`src/rtl/ysyx_25020037_ifu.sv`:
```
// Instruction fetch unit: PC, one AXI4-Lite read per instruction, {pc, inst} to decode.
// Optional performance counters are built when YSYX_25020037_IFU_PERF_EN is defined.
module ysyx_25020037_ifu #(
  parameter logic [31:0] RESET_PC = 32'h3000_0000
) (
  input  logic        clk,
  input  logic        rst,
  output logic [31:0] araddr,
  output logic        arvalid,
  input  logic        arready,
  input  logic [31:0] rdata,
  input  logic [1:0]  rresp,
  input  logic        rvalid,
  output logic        rready,
  output logic        ifu_valid,
  input  logic        idu_ready,
  output logic [63:0] fu_to_du_bus,
  output logic        ifu_err,
  input  logic        exu_dnpc_valid,
  input  logic [31:0] exu_dnpc,
  output logic [31:0] perf_fetch_cnt,
  output logic [31:0] perf_wait_cnt
);

  typedef enum logic [1:0] {S_IDLE, S_REQ, S_WAIT, S_HOLD} state_t;

  state_t      state, state_nxt;
  logic [31:0] pc, pc_nxt;
  logic [31:0] fetch_addr;
  logic        discard, discard_nxt;
  logic [31:0] inst_q, inst_pc_q;
  logic        err_q;
  logic        take_data;
  logic        dec_fire;

  assign take_data = (state == S_WAIT) & rvalid & ~discard & ~exu_dnpc_valid;
  assign dec_fire  = (state == S_HOLD) & idu_ready;

  always_comb begin
    state_nxt   = state;
    pc_nxt      = pc;
    discard_nxt = discard;
    if (exu_dnpc_valid) pc_nxt = exu_dnpc;
    case (state)
      S_IDLE: state_nxt = S_REQ;
      S_REQ: begin
        // The in-flight request keeps its old address; its response is dropped later.
        if (exu_dnpc_valid) discard_nxt = 1'b1;
        if (arready) state_nxt = S_WAIT;
      end
      S_WAIT: begin
        if (rvalid) begin
          discard_nxt = 1'b0;
          state_nxt   = (discard | exu_dnpc_valid) ? S_REQ : S_HOLD;
        end else if (exu_dnpc_valid) begin
          discard_nxt = 1'b1;
        end
      end
      S_HOLD: begin
        if (exu_dnpc_valid) begin
          state_nxt = S_REQ;
        end else if (idu_ready) begin
          pc_nxt    = pc + 32'd4;
          state_nxt = S_REQ;
        end
      end
      default: state_nxt = S_IDLE;
    endcase
  end

  always_ff @(posedge clk) begin
    if (rst) begin
      state      <= S_IDLE;
      pc         <= RESET_PC;
      fetch_addr <= RESET_PC;
      discard    <= 1'b0;
      inst_q     <= 32'h0;
      inst_pc_q  <= 32'h0;
      err_q      <= 1'b0;
    end else begin
      state   <= state_nxt;
      pc      <= pc_nxt;
      discard <= discard_nxt;
      // Fetch address is captured only on entry to REQ so araddr holds until accepted.
      if ((state != S_REQ) && (state_nxt == S_REQ)) fetch_addr <= pc_nxt;
      if (take_data) begin
        inst_q    <= rdata;
        inst_pc_q <= fetch_addr;
        err_q     <= (rresp != 2'b00);
      end
    end
  end

  assign araddr       = fetch_addr;
  assign arvalid      = (state == S_REQ);
  assign rready       = (state == S_WAIT);
  assign ifu_valid    = (state == S_HOLD);
  assign fu_to_du_bus = {inst_pc_q, inst_q};
  assign ifu_err      = err_q;

`ifdef YSYX_25020037_IFU_PERF_EN
  logic [31:0] fetch_cnt_q, wait_cnt_q;

  always_ff @(posedge clk) begin
    if (rst) begin
      fetch_cnt_q <= 32'h0;
      wait_cnt_q  <= 32'h0;
    end else begin
      if (dec_fire) fetch_cnt_q <= fetch_cnt_q + 32'd1;
      if (state == S_WAIT) wait_cnt_q <= wait_cnt_q + 32'd1;
    end
  end

  assign perf_fetch_cnt = fetch_cnt_q;
  assign perf_wait_cnt  = wait_cnt_q;
`else
  logic unused_perf;
  assign unused_perf    = dec_fire;
  assign perf_fetch_cnt = 32'h0;
  assign perf_wait_cnt  = 32'h0;
`endif

endmodule

```
`config.mk`:
```
export PLATFORM = sky130hd
export DESIGN_NAME = ysyx_25020037_ifu
export DESIGN_NICKNAME = d
export VERILOG_FILES = /design/src/rtl/ysyx_25020037_ifu.sv
export SDC_FILE = /design/constraint.sdc
export NUM_CORES = 1
export LEC_CHECK = 0
export ABC_AREA = 1
export BUFFER_PORTS_ARGS = -buffer_cell sky130_fd_sc_hd__buf_2
export CORE_MARGIN = 3
export CORE_UTILIZATION = 35
export DETAILED_ROUTE_END_ITERATION = 16
export RECOVER_POWER = 50
export REMOVE_ABC_BUFFERS = 1
export SETUP_SLACK_MARGIN = 0.4
export SLEW_MARGIN = 20
export SYNTH_ARGS = -nofsm -noshare
export SYNTH_HDL_FRONTEND = slang
export SYNTH_SLANG_ARGS = --single-unit
export TNS_END_PERCENT = 20
```
`constraint.sdc`:
```
create_clock -name clk -period 2.17 [get_ports clk]
set_input_delay 0.1085 -clock clk [delete_from_list [all_inputs] [get_ports clk]]
set_output_delay 0.1085 -clock clk [all_outputs]
set_load 0.02 [all_outputs]
```
==> reports/metrics.cfg <==
[floorplan]
io_pins=236
die_area_sq_um=20400
rows=49
die_x_microns=143
core_sq_um=18100
start_util_pct=36.1
die_h_microns=143

[status]
outcome=finished clean

[min_path]
holdPathStages=3
hp-class=input port to register
hold_end=pc[10]
hold_start=exu_dnpc[10]

[route]
drtAntennaViolNets=0
dr_total_vias=6171
viasPerCell=4.53
drcViolationCount=0
routedWlPerCell_microns=13.6
drt_iter0_markers=304
drt_wl_total_microns=18500
first_pass_iters=5

[grt]
grt_overflow=0
grt_util_all_layers_pct=17.6
grt_start_max_net_pins=51
grt_pass1_vias=5645
grt_pass1_wl_microns=28600
antenna_found_initial=0

[worst_setup_path]
cp_cell_sequence=ha_4, nand2_1, nor2_1, clkinv_1, buf_4, nor2_1, nor2_1
r2r-end=inst_q[7]
critPathLaunchType=register
crit_type=register to register
worst_setup_path_end_kind=register
rrSetupSlack_ps=290
cp.required_ps=2470
r2r_cells=7
crit_path_max_fanout=43
crit_arrival_ps=2190
crit_top_cell=nor2_1
reg2reg_from=state[1]
cp_slowest_cell=dfxtp_1
slowest_delay_ps=510

[clocking]
cts_root_buffer=clkbuf_16
clk_pin_slew_ps=60
cts_made_buffers=17
cts_buffer_depth=2
clock-sinks=132
cts_tree=built
worstSkewPairLatency_ps=420
cts.htree.levels=4

[timing]
worst_slew_pin_slew_ps=564
period_share_pct=86.8
max_slew_margin_pct=62.4
rsz0062_at_grt=yes
hold_viol=0
fin_tns_setup_ps=0
finClkSkew_ps=11.1
drv_slew=0
period_minus_slack_ps=1880
final-setup-viol-count=0
fmax_mhz=531

[yosys]
yosys.area_share.simple_pct=26.6
syn_inst=930
post_synth_mux_area_share_pct=0.459
ys_warn_count=0
synth-main-ff-cell=dfxtp_1
synth_cell_types=39
yosys_register_bits=132
synth_top_area_cell=dfxtp_1
synth-edff-count=0
ys_seq_area_share_pct=40.4
synth_fa_ha_area_share_pct=1.15
syn_area_per_cell_sq_um=7.04
synthTopCellsByArea=dfxtp_1 40%, nand2_1 10%, nor2_1 9.7%
synth-xor-area-share_pct=1.07
synth.top_cell.area_share_pct=40.4
synth_top_family_by_area=simple AND/OR/NAND/NOR gates
netlist_area_sq_um=6550
synth_compound_area_share_pct=14.4
synthArstFlopShare_pct=0

[power_and_ir_drop]
power_uw=6540
p_per_area_nw_per_um2=797
leakagePower_uw=0.00366
ir_worst_vdd_v=0.000511

[final_layout]
drive_gt1_share_pct=14.2
utilization_pct=45.2
antenna_cells=0
final_cell_mix=177 x nand2_1, 170 x nor2_1, 129 x dfxtp_1, 100 x o21ai_0, 98 x clkbuf_1
final_common_cell=nand2_1
design_area_sq_um=8210
area_growth_pct=25.4
finalNetCount=1200

[placed_design]
hpwl_microns=12900
place_area_sq_um=7290
portBuffers=171
gp_congestion=0.899

[run]
maxCapViolCount=0

flip-flops by register name, summed over array words and instances (netlist names):
signal,cells
araddr,32
pc,32
state,2
discard,1
inst_q,32
ifu_err,1
inst_pc_q,32
repair_timing:
item                                    CTS  global route
endpoints found under the setup margin   49            58
hold buffers                             34             0
hold endpoints to repair                 34             0
gates resized for setup                   8            17
setup buffers                             1             2
gates cloned                              0             0
pin swaps                                 1             2
cells in the mapped netlist, types with 7 or more instances:
cell	instances
o211ai_1	7
o21ai_1	11
buf_4	67
buf_2	9
nor2_1	170
nand2_1	177
clkbuf_1	26
o21ai_0	100
a21oi_1	54
nand3_1	35
inv_1	70
dfxtp_1	132
power breakdown:
| group | switching (uW) | internal (uW) | total (uW) |
|---|---|---|---|
| logic | 646 | 312 | 959 |
| clock network | 1090 | 1820 | 2910 |
| registers | 108 | 2560 | 2670 |
stage by stage:
step	worst slack (ps)	cells	hold slack [ps]
6_report	287	1363	21.3
5_1_grt	182	1363	21.3
4_1_cts	403	1361	1.97
3_5_place_dp	272	1295	335
3_3_place_gp	310	1295	333
2_1_floorplan	-986	882	178
critical path, delay by kind of cell (launching register included):
| family | cells | cell delay, ps |
|---|---|---|
| and+or+nand+nor | 4 | 620 |
| DFF | 1 | 510 |
| adders and majority gates | 1 | 220 |
| buffers and inverters | 2 | 380 |
area by class of cell:
class                      count  area, sq um
clock buffer                  18          439
clock inverter                13          160
fill                        1902         9940
inverter                      74          295
multi-input combinational    676         3130
sequential                   132         2650
tap                          229          287
timing repair buffer         221         1250
worst max-delay path by stage:
| stage | start | to | slack [ps] | depth (start not counted) |
|---|---|---|---|---|
| 2_1_floorplan | state[1] | inst_pc_q[0] | -990 | 6 |
| 3_3_place_gp | state[0] | araddr[3] | 310 | 11 |
| 3_5_place_dp | state[0] | araddr[8] | 270 | 11 |
| 4_1_cts | pc[2] | araddr[30] | 400 | 13 |
| 5_1_grt | state[1] | ifu_err | 180 | 6 |
| 6_report | state[1] | inst_q[7] | 290 | 7 |
layer usage:
| metal | global-route usage, % | part of all wire, % |
|---|---|---|
| met3 | 3.88 | 5.4 |
| met1 | 22.3 | 47 |
| met5 | 0 | 0 |
| met2 | 29.8 | 47 |
| met4 | 5.70 | 1.2 |
cell families after synthesis:
| logic type | Yosys count |
|---|---|
| other cells | 1 |
| mux | 3 |
| fa+ha+maj | 6 |
| flops | 132 |
| xor+xnor | 8 |
| buf+inv | 185 |
| compound gates | 179 |
| simple gates | 416 |
Note: power is estimated with default switching activity, not from simulation.
